`src/rtl/triad_pkg.sv`:
```
// Shared definitions for the triad frame arbiter: frame width, FSM encoding,
// and the default transmitter-ack timeout.
package triad_pkg;

  localparam int FRAME_W_DEF        = 102;
  localparam int TIMEOUT_CYCLES_DEF = 1200000;  // 100 ms at 12 MHz

  typedef enum logic [1:0] {
    IDLE    = 2'd0,
    PRESENT = 2'd1,
    GAP     = 2'd2
  } arb_state_e;

endpackage

```
`src/rtl/rr_arbiter.sv`:
```
// Round-robin picker: returns the first eligible channel at or after i_rr_ptr,
// wrapping modulo N_CH. The pointer register lives in the caller.
module rr_arbiter #(
  parameter int N_CH = 4,
  parameter int ID_W = 2
) (
  input  logic [N_CH-1:0] i_eligible,
  input  logic [ID_W-1:0] i_rr_ptr,
  output logic [ID_W-1:0] o_grant,
  output logic            o_grant_valid
);

  int w_dist;
  int w_best;

  // Pick the eligible channel with the smallest forward distance from the pointer.
  always_comb begin
    o_grant       = '0;
    o_grant_valid = 1'b0;
    w_dist        = 0;
    w_best        = N_CH;
    for (int k = 0; k < N_CH; k++) begin
      w_dist = k - int'(i_rr_ptr);
      if (w_dist < 0) w_dist = w_dist + N_CH;
      if (i_eligible[k] && (w_dist < w_best)) begin
        w_best        = w_dist;
        o_grant       = ID_W'(k);
        o_grant_valid = 1'b1;
      end
    end
  end

endmodule

```
`src/rtl/triad_frame_arbiter.sv`:
```
// Collects frames from N_TRIADS triad managers round-robin, buffers one, and
// presents it tagged with its triad index. Optional macro: ARB_TIMEOUT_EN.
module triad_frame_arbiter
  import triad_pkg::*;
#(
  parameter int N_TRIADS       = 4,
  parameter int FRAME_W        = FRAME_W_DEF,
  parameter int ID_W           = 2,
  parameter int TIMEOUT_CYCLES = TIMEOUT_CYCLES_DEF
) (
  input  logic                         clk_12MHz,
  input  logic                         rst_n,
  input  logic [N_TRIADS-1:0]          data_avl,
  input  logic [N_TRIADS*FRAME_W-1:0]  sensor_iterations,
  output logic [N_TRIADS-1:0]          reset_parser,
  output logic                         frame_avl,
  output logic [FRAME_W-1:0]           frame_data,
  output logic [ID_W-1:0]              frame_triad_id,
  input  logic                         frame_done,
  output logic                         timeout_evt
);

  arb_state_e            r_state, w_state_nxt;
  logic [ID_W-1:0]       r_rr_ptr, w_grant;
  logic [N_TRIADS-1:0]   r_release_mask, w_eligible, w_grant_oh;
  logic                  w_grant_valid, w_fire, w_to_hit;
  logic [FRAME_W-1:0]    r_frame_data;
  logic [ID_W-1:0]       r_triad_id;

  assign w_eligible = data_avl & ~r_release_mask;

  rr_arbiter #(.N_CH(N_TRIADS), .ID_W(ID_W)) u_rr (
    .i_eligible   (w_eligible),
    .i_rr_ptr     (r_rr_ptr),
    .o_grant      (w_grant),
    .o_grant_valid(w_grant_valid)
  );

  // Grant is gated by rst_n so no release pulse leaks out while reset is held.
  always_comb begin
    w_state_nxt = r_state;
    w_fire      = 1'b0;
    case (r_state)
      IDLE: if (w_grant_valid && rst_n) begin
        w_fire      = 1'b1;
        w_state_nxt = PRESENT;
      end
      PRESENT: if (frame_done || w_to_hit) w_state_nxt = GAP;
      GAP:     w_state_nxt = IDLE;
      default: w_state_nxt = IDLE;
    endcase
  end

  assign w_grant_oh = w_fire ? (N_TRIADS'(1) << w_grant) : '0;

  always_ff @(posedge clk_12MHz or negedge rst_n) begin
    if (!rst_n) r_state <= IDLE;
    else        r_state <= w_state_nxt;
  end

  // Mask clears once data_avl is seen low; a same-cycle grant re-sets it.
  always_ff @(posedge clk_12MHz or negedge rst_n) begin
    if (!rst_n) begin
      r_release_mask <= '0;
      r_rr_ptr       <= '0;
      r_frame_data   <= '0;
      r_triad_id     <= '0;
    end else begin
      r_release_mask <= (r_release_mask & data_avl) | w_grant_oh;
      if (w_fire) begin
        r_frame_data <= sensor_iterations[int'(w_grant)*FRAME_W +: FRAME_W];
        r_triad_id   <= w_grant;
        r_rr_ptr     <= (w_grant == ID_W'(N_TRIADS-1)) ? '0 : w_grant + ID_W'(1);
      end
    end
  end

`ifdef ARB_TIMEOUT_EN
  localparam int CNT_W = $clog2(TIMEOUT_CYCLES + 1);
  logic [CNT_W-1:0] r_to_cnt;
  logic             r_timeout;

  assign w_to_hit = (r_state == PRESENT) && !frame_done &&
                    (r_to_cnt == CNT_W'(TIMEOUT_CYCLES - 1));

  always_ff @(posedge clk_12MHz or negedge rst_n) begin
    if (!rst_n) begin
      r_to_cnt  <= '0;
      r_timeout <= 1'b0;
    end else begin
      r_timeout <= w_to_hit;
      if (w_fire)                   r_to_cnt <= '0;
      else if (r_state == PRESENT)  r_to_cnt <= r_to_cnt + CNT_W'(1);
    end
  end

  assign timeout_evt = r_timeout;
`else
  assign w_to_hit    = (TIMEOUT_CYCLES == 0) && 1'b0;
  assign timeout_evt = 1'b0;
`endif

  assign reset_parser   = w_grant_oh;
  assign frame_avl      = (r_state == PRESENT);
  assign frame_data     = r_frame_data;
  assign frame_triad_id = r_triad_id;

endmodule

```
`config.mk`:
```
export PLATFORM = sky130hd
export DESIGN_NAME = triad_frame_arbiter
export DESIGN_NICKNAME = d
export VERILOG_FILES = /design/src/rtl/triad_pkg.sv /design/src/rtl/rr_arbiter.sv /design/src/rtl/triad_frame_arbiter.sv
export SDC_FILE = /design/constraint.sdc
export NUM_CORES = 1
export LEC_CHECK = 0
export ABC_AREA = 1
export BUFFER_PORTS_ARGS = -buffer_cell sky130_fd_sc_hd__buf_2
export CELL_PAD_IN_SITES_DETAIL_PLACEMENT = 1
export CELL_PAD_IN_SITES_GLOBAL_PLACEMENT = 1
export CORE_AREA = 4 4 203 205
export CTS_CLUSTER_DIAMETER = 40
export CTS_CLUSTER_SIZE = 20
export DETAILED_ROUTE_END_ITERATION = 16
export DIE_AREA = 0 0 207 209
export GPL_TIMING_DRIVEN = 0
export HOLD_SLACK_MARGIN = 0.05
export PLACE_DENSITY_LB_ADDON = 0.1
export SETUP_SLACK_MARGIN = 0.4
export SLEW_MARGIN = 0
export SYNTH_ARGS = -nofsm -noshare
export SYNTH_HDL_FRONTEND = slang
export SYNTH_HIERARCHICAL = 1
export SYNTH_SLANG_ARGS = --single-unit
export TNS_END_PERCENT = 30
```
`constraint.sdc`:
```
create_clock -name clk_12MHz -period 14.44 [get_ports clk_12MHz]
set_clock_uncertainty 0.2 [all_clocks]
set_input_delay 3.61 -clock clk_12MHz [delete_from_list [all_inputs] [get_ports clk_12MHz]]
set_output_delay 3.61 -clock clk_12MHz [all_outputs]
set_load 0.03 [all_outputs]
```
==> impl_metrics.toml, run 1 <==
[final_layout]
fillers = 5349
area_delta_synth_final_pct = 41.1
drive_above_1_share_pct = 30.1
final_nets = 2489

[global_routing]
grt_use_total_pct = 20.3
antenna_found_initial = 12
grt_pass1_vias = 11700
grt_first_pass_wirelength_microns = 69100
grt_max_degree = 63
grt_overflow = 0

[yosys]
avgSynthCellArea_sq_um = 5.70
synth_seq_cells = 112
synthCells = 1533
synth_top_cell_by_area = "nand2_1"
synth.area.top_cells = "nand2_1 34%, dfrtp_1 32%, nand3_1 15%"
ys_warn_count = 6
synthesis.nets = 1954
synth_seq_area_share_pct = 32.1
syn_area_sq_um = 8740
synthDistinctLibCells = 23
synth.top_cell.area_share_pct = 34.1

[setup_path]
max_stage_delay_ps = 350
slowest_stage = "buf_2"
cp-start-kind = "primary input"
path_common_cell = "nand2_1"
cp.required_ps = 10630
cp_max_fo = 11
arrival_ps = 7430
end_kind = "primary output"
critical_path_class = "primary input to primary output"

[placement]
dp_slack_ps = 3060
hpwl_microns = 38000
port_buffers = 523
place.gp.congestion = 0.883

[floorplan]
dieHeight_microns = 209
dieWidth_microns = 207
core-area_sq_um = 39500
ios = 525
start_util_pct = 22.2
fp-row-count = 73
dieArea_sq_um = 43300

[clocking]
clk_pin_slew_worst_paths_ps = 80
clockRootBuffer = "clkbuf_16"
ctsResizeCount = 0
cts-hold-fix-buffers = 0
cts_tree = "built"
clk_latency_ps = 360
cts_setup_buffers = 0
htree_levels = 3
cts_buffers = 9
cts_sinks = 112
ctsLongestPathBuffers = 2

[drt]
vias_per_cell = 4.25
drtAntennaViolNets = 0
drc = 0
first_pass_iters = 4
routed-via-count = 11100
wl_microns = 45300
drt_iter0_drc = 347
wl_per_cell_microns = 17.4

[power_and_ir_drop]
swShare_pct = 59.7
peakVddDrop_uv = 85.7
clock_power_share_pct = 7.8
seqPwrFrac_pct = 17.0
p_comb_share_pct = 75.2
p_switching_mw = 1.92
finalPower_mw = 3.21
cellPowerDensity_nw_per_um2 = 260
intPower_mw = 1.30
p_leak_nw = 8.06

[run_status]
status = "finished clean"

[timing]
fin_tns_setup_ps = 0
worst_slew_pin_slew_ps = 694
slew_headroom_pct = 53.7
layout_setup_ws_ps = 3200
rsz0062_at_grt = "no"
fin_crit_sh_pct = 77.9
fin_crit_ps = 11240
final-setup-viol-count = 0
max_freq_ghz = 0.0890
finalMaxSlewViolations = 0
final_hold_viol_count = 0

[hold_path]
hold_class = "flip-flop to flip-flop"

[flow_run]
drv_cap = 0
[state kept, by name (all words and copies together), names as in the netlist]
register and flops:
frame_data 102, r_release_mask 4, frame_triad_id 2, r_rr_ptr 2, r_state 2
[power by group through the flow]
stage / combinational (mW) / clock [mW] / sequential (mW)
3_3_place_gp: 2.47 / 0 / 0.547
5_1_grt: 2.73 / 0.276 / 0.568
2_1_floorplan: 1.34 / 0 / 0.811
4_1_cts: 2.49 / 0.263 / 0.549
6_report: 2.41 / 0.250 / 0.547
3_5_place_dp: 2.48 / 0 / 0.551
[final cells by class]
class / count / area, sq um / area share (%)
clock buffers: 10 / 229 / 1.86
multi-input cells: 1087 / 4500 / 36.4
inverters: 238 / 898 / 7.28
clock inverters: 6 / 43.8 / 0.355
flip-flops and latches: 112 / 2800 / 22.7
well taps: 525 / 657 / 5.32
plain buffers: 96 / 547 / 4.43
repair buffers: 524 / 2650 / 21.5
diodes: 5 / 12.5 / 0.101
[metal layers]
layer,global-route usage [%],up-vias,routed length [microns]
met5,0,-,63
met4,3.85,12,619
met3,5.22,37,2640
met2,37.1,289,23000
met1,24.3,5089,19000
li1,-,5628,-
[Yosys cell counts]
cell      count
ha_1          6
inv_4         2
nor2_2        1
buf_1         3
buf_2        44
conb_1        1
nor2_1       13
or2_2         1
inv_2         4
clkbuf_1     21
nand3_2       2
buf_4        21
nand2_2       1
inv_1       232
buf_6         7
a21oi_1       2
o21ai_1       1
nand3_1     255
dfrtp_1     112
o21ai_0       7
xnor2_1       1
nand2_1     795
nor2_4        1
[metrics by stage]
step                      instance area [sq um]  util (%)  instances  hold WS, ps
after floorplan                            8740         -       1533          252
after global placement                    12000      30.5       2581          257
after detailed placement                  12100      30.5       2582          260
after CTS                                 12300      31.2       2598          282
after global routing                      12300      31.3       2602          303
final                                     12300      31.3       2603          277
[final timing paths]
kind	slack, ps	endpoint	depth (start not counted)	from
max	3200	reset_parser[1]	26	data_avl[1]
max in group asynchronous	10310	frame_data[63]	2	rst_n
min reg2reg	280	frame_data[81]	2	frame_data[81]
min	280	frame_data[81]	2	frame_data[81]
min in group asynchronous	2990	frame_data[101]	1	rst_n
max reg2reg	10280	r_release_mask[1]	23	r_release_mask[1]
[cells by family (layout without fill, tap and decap cells)]
family / count (synthesis) / in the layout / share of synthesized area (%)
buf+inv: 334 / 874 / 16.5
xor+xnor: 1 / 1 / 0.100
other cells: 1 / 6 / 0.0429
flops: 112 / 112 / 32.1
simple gates: 1069 / 1069 / 49.8
compound gates: 10 / 10 / 0.572
fa+ha+maj: 6 / 6 / 0.858
[cell usage in the layout, fill, tap and decap left out, drive strengths merged, types with 2 or more instances in the layout]
master / n
nand2: 796
buf: 599
nand3: 257
inv: 240
dfrtp: 112
clkbuf: 31
nor2: 15
o21ai: 8
ha: 6
diode: 5
clkinv: 3
a21oi: 2
[critical path: cells and delay by family]
family / cells / cell delay [ps]
buffers and inverters: 9 / 1420
and+or+nand+nor: 12 / 1380
AOI/OAI and AO/OA: 2 / 230
adders and majority gates: 3 / 800
Note: power is estimated with default switching activity, not from simulation.
==> run 2: changes to the inputs <==
Settings changed: CORE_AREA 4 4 203 205 to 4 4 204 206, DIE_AREA 0 0 207 209 to 0 0 208 210.
Clock period 14.44 ns to 11.75 ns, I/O delays scaled along.
==> run 2 against run 1 <==
Against the previous run:
- via count grew 0.67%
- power grew 26%
- setup slack lost 1200 ps
- clock power grew 52%
- critical path type unchanged
- critical endpoint is now reset_parser[0]
- largest cell class unchanged
==> impl_metrics.toml, run 2 (same netlist as run 1, synthesis figures left out) <==
[setup_path]
path_delay_family = "buffers and inverters"
cp_max_fo = 11
slowest_stage = "buf_2"
cp-start-kind = "primary input"
max_stage_delay_ps = 370
path_common_cell = "nand2_1"
end_kind = "primary output"
cp.required_ps = 8610
arrival_ps = 6650
worst-path-buf-inv = 9
critical_path_class = "primary input to primary output"

[floorplan]
start_util_pct = 22.1
dieHeight_microns = 210
dieArea_sq_um = 43700
dieWidth_microns = 208
ios = 525
core-area_sq_um = 39600
fp-row-count = 73

[drt]
drc = 0
vias_per_cell = 4.28
drt_iter0_drc = 385
wl_per_cell_microns = 18.2
first_pass_iters = 4
routed-via-count = 11100
wl_microns = 47300
drtAntennaViolNets = 0

[flow_run]
drv_cap = 0

[final_layout]
largest_reg_flops = 102
drive_above_1_share_pct = 30.1
final_cell_mix = "795 x nand2_1, 566 x buf_2, 255 x nand3_1"
final_nets = 2489
area_delta_synth_final_pct = 41.9
final_common_cell = "nand2_1"

[power_and_ir_drop]
p_comb_share_pct = 74.1
cellPowerDensity_nw_per_um2 = 326
clock_power_share_pct = 9.4
intPower_mw = 1.66
swShare_pct = 59.0
p_switching_mw = 2.39
seqPwrFrac_pct = 16.5
p_leak_nw = 8.10
peakVddDrop_uv = 92.4

[placement]
place.gp.congestion = 0.874
port_buffers = 523
hpwl_microns = 39000

[timing]
fin_crit_sh_pct = 83.3
final-setup-viol-count = 0
whs_ps = 279
max_freq_ghz = 0.102
rsz0062_at_grt = "no"
worst_slew_pin_slew_ps = 626
slew_headroom_pct = 58.2
fin_crit_ps = 9780
final_hold_viol_count = 0
fin_tns_setup_ps = 0
finalMaxSlewViolations = 0

[clocking]
ctsLongestPathBuffers = 2
ctsResizeCount = 0
cts_sinks = 112
clk_latency_ps = 360
cts_setup_buffers = 0
clk_pin_slew_worst_paths_ps = 80
cts_tree = "built"
cts_buffers = 9
cts-hold-fix-buffers = 0
htree_levels = 3
clockRootBuffer = "clkbuf_16"

[global_routing]
grt_pass1_vias = 12000
grt_use_total_pct = 20.9
grt_overflow = 0
grt_first_pass_wirelength_microns = 71400
grt_max_degree = 60
antenna_found_initial = 9

[hold_path]
hold_class = "flip-flop to flip-flop"

[run_status]
status = "finished clean"
[run 2: changes by cell type in the layout (fill, tap and decap cells not counted)]
cell / previous run / this run
diode_2: 5 / 3
clkinv_4: 1 / 0
clkinv_2: 2 / 1
clkbuf_8: 0 / 1
clkbuf_1: 22 / 21
clkinvlp_4: 1 / 0
bufinv_16: 0 / 3
[run 2: worst min-delay path: stages, from the launching register on]
cell	delay [ps]
dfrtp_1	350
nand2_1	50
nand2_1	50
[run 2: final timing paths]
kind,start,endpoint,slack (ps),cells after the start
worst min-delay path,frame_data[21],frame_data[21],280,2
min in group asynchronous,rst_n,frame_data[101],2320,1
worst max-delay path,data_avl[1],reset_parser[0],1970,26
worst min register to register,frame_data[21],frame_data[21],280,2
max in group asynchronous,rst_n,frame_data[67],8290,2
worst max register to register,r_release_mask[1],r_rr_ptr[1],7650,23
[run 2: per-stage QoR]
step	utilization, %	power (mW)	cells	setup slack, ps	area, sq um
final	31.3	4.05	2601	1970	12400
after global routing	31.3	4.49	2601	1450	12400
after CTS	31.3	4.15	2598	1850	12400
after detailed placement	30.4	3.75	2582	1860	12100
after global placement	30.3	3.73	2581	1800	12000
after floorplan	-	2.65	1533	2820	8740
[run 2: area by class of cell]
cell class | instances | area (sq um)
Timing Repair Buffer | 524 | 2650
Clock inverter | 6 | 113
Buffer | 96 | 547
Tap cell | 525 | 657
Fill cell | 5445 | 27200
Antenna cell | 3 | 7.51
Multi-Input combinational cell | 1087 | 4500
Clock buffer | 10 | 239
Sequential cell | 112 | 2800
Inverter | 238 | 898
[run 2: per-layer routing]
metal  vias to the layer above  GRT usage (%)  routed length [microns]
met2                       307           38.6                    24200
met1                      5149           24.9                    19500
met4                         8           4.51                      815
li1                       5624              -                        -
met5                         -              0                       47
met3                        41           4.58                     2690
[run 2: power groups by stage]
stage | clock, mW | sequential (mW) | combinational, mW
6_report | 0.381 | 0.667 | 3.00
5_1_grt | 0.410 | 0.691 | 3.39
4_1_cts | 0.396 | 0.669 | 3.09
3_5_place_dp | 0 | 0.671 | 3.08
3_3_place_gp | 0 | 0.667 | 3.06
2_1_floorplan | 0 | 0.997 | 1.65
==> run 3: changes to the inputs <==
Clock period 11.75 ns to 8.51 ns, I/O delays scaled along.
==> run 3 against run 2 <==
Against the previous run:
- clock power increased by 39%
- first-iteration DRC count increased by 4.7%
- sequential power increased by 38%
- critical endpoint unchanged
- largest power group unchanged
==> impl_metrics.toml, run 3 (same netlist as run 1, synthesis figures left out) <==
[run_status]
status = "finished clean"

[power_and_ir_drop]
p_leak_nw = 8.10
p_switching_mw = 3.30
seqPwrFrac_pct = 16.4
intPower_mw = 2.31
p_comb_share_pct = 74.2
peakVddDrop_uv = 128
clock_power_share_pct = 9.4
cellPowerDensity_nw_per_um2 = 451
swShare_pct = 58.9

[hold_path]
hold_class = "flip-flop to flip-flop"
min_path_cells = 2
min_from = "frame_data[21]"
min_to = "frame_data[21]"

[drt]
wl_microns = 47300
routed-via-count = 11200
wl_per_cell_microns = 18.2
drt_iter0_drc = 403
drc = 0
drtAntennaViolNets = 0
vias_per_cell = 4.29
first_pass_iters = 4

[clocking]
cts_tree = "built"
ctsLongestPathBuffers = 2
cts_sinks = 112
clk_pin_slew_worst_paths_ps = 80
clockRootBuffer = "clkbuf_16"
clk_latency_ps = 360
cts_buffers = 9
htree_levels = 3

[floorplan]
dieArea_sq_um = 43700
dieHeight_microns = 210
dieWidth_microns = 208
ios = 525
fp-row-count = 73
start_util_pct = 22.1
core-area_sq_um = 39600

[placement]
place.gp.congestion = 0.874
hpwl_microns = 39000
port_buffers = 523
dp_slack_ps = 239
dp.cells = 2582

[final_layout]
area_delta_synth_final_pct = 42.3
fin_cells = 2601
drive_above_1_share_pct = 30.2
final_cell_mix = "795 x nand2_1, 564 x buf_2, 255 x nand3_1"
largest_reg_flops = 102
final_common_cell = "nand2_1"
final_nets = 2489
fillers = 5443

[setup_path]
cp-start-kind = "primary input"
critical_path_class = "primary input to primary output"
path_common_cell = "nand2_1"
cp_max_fo = 11
regToRegStartpoint = "r_release_mask[1]"
max_stage_delay_ps = 290
cp.required_ps = 6180
end_kind = "primary output"
r2r-end = "frame_data[10]"
worstRegToRegCells = 21
regToRegSetupSlack_ps = 4720
slowest_stage = "ha_1"
arrival_ps = 5360

[timing]
final_hold_viol_count = 0
layout_setup_ws_ps = 825
slew_headroom_pct = 58.1
rsz0062_at_grt = "no"
worst_slew_pin_slew_ps = 629
finalMaxSlewViolations = 0
max_freq_ghz = 0.130
fin_crit_ps = 7690
final-setup-viol-count = 0
fin_tns_setup_ps = 0
fin_crit_sh_pct = 90.3

[global_routing]
antenna_found_initial = 9
grt_max_degree = 60
grt_first_pass_wirelength_microns = 71400
grt_pass1_vias = 12000
grt_overflow = 0
grt_use_total_pct = 20.9

[flow_run]
drv_cap = 0
[run 3: cell counts in the layout (fill, tap and decap cells not counted)]
No cell type changed its count.
[run 3: power groups by stage]
stage | registers, mW | clock network (mW) | logic (mW)
finish | 0.921 | 0.528 | 4.16
global route | 0.955 | 0.565 | 4.70
CTS | 0.924 | 0.546 | 4.27
detailed placement | 0.926 | 0 | 4.26
global placement | 0.920 | 0 | 4.23
floorplan | 1.38 | 0 | 2.28
[run 3: final cells by class]
type | count | area [sq um] | area share, %
multi-input combinational | 1087 | 4510 | 36.3
sequential | 112 | 2800 | 22.5
timing repair buffer | 524 | 2650 | 21.3
inverter | 238 | 898 | 7.22
tap | 525 | 657 | 5.28
buffer | 96 | 559 | 4.50
clock buffer | 10 | 239 | 1.92
clock inverter | 6 | 113 | 0.905
antenna | 3 | 7.51 | 0.0604
[run 3: timing repair]
| item | 4_1_cts | 5_1_grt |
|---|---|---|
| setup buffers | 0 | 0 |
| hold buffers | 0 | 0 |
| resized for setup | 2 | 7 |
| setup endpoints to repair | 2 | 3 |
[run 3: metal layers]
metal | up-vias | GRT usage (%) | part of all wire (%)
met5 | - | 0 | 0.099
li1 | 5628 | - | -
met2 | 311 | 38.6 | 51
met3 | 41 | 4.58 | 5.5
met1 | 5183 | 24.9 | 41
met4 | 8 | 4.51 | 1.7
[run 3: how the worst max path moves through the flow]
stage | from | to | cells past startpoint
floorplan | data_avl[0] | reset_parser[0] | 24
global placement | rst_n | reset_parser[2] | 8
detailed placement | data_avl[1] | reset_parser[0] | 26
CTS | data_avl[0] | reset_parser[0] | 26
global route | data_avl[1] | reset_parser[2] | 27
finish | data_avl[1] | reset_parser[0] | 26
[run 3: worst max-delay path, delay by kind of cell]
family                   cells  cell delay [ps]
AND/OR/NAND/NOR             12             1130
AO/OA/AOI/OAI                2              210
buffers and inverters        9             1180
adder cells (fa/ha/maj)      3              730
[run 3: per-stage QoR]
step	hold slack (ps)	cell area (sq um)	power [mW]	utilization (%)
floorplan	252	8740	3.65	-
detailed placement	260	12100	5.18	30.4
global placement	258	12000	5.15	30.3
global route	302	12400	6.22	31.4
CTS	283	12400	5.74	31.3
finish	280	12400	5.61	31.4
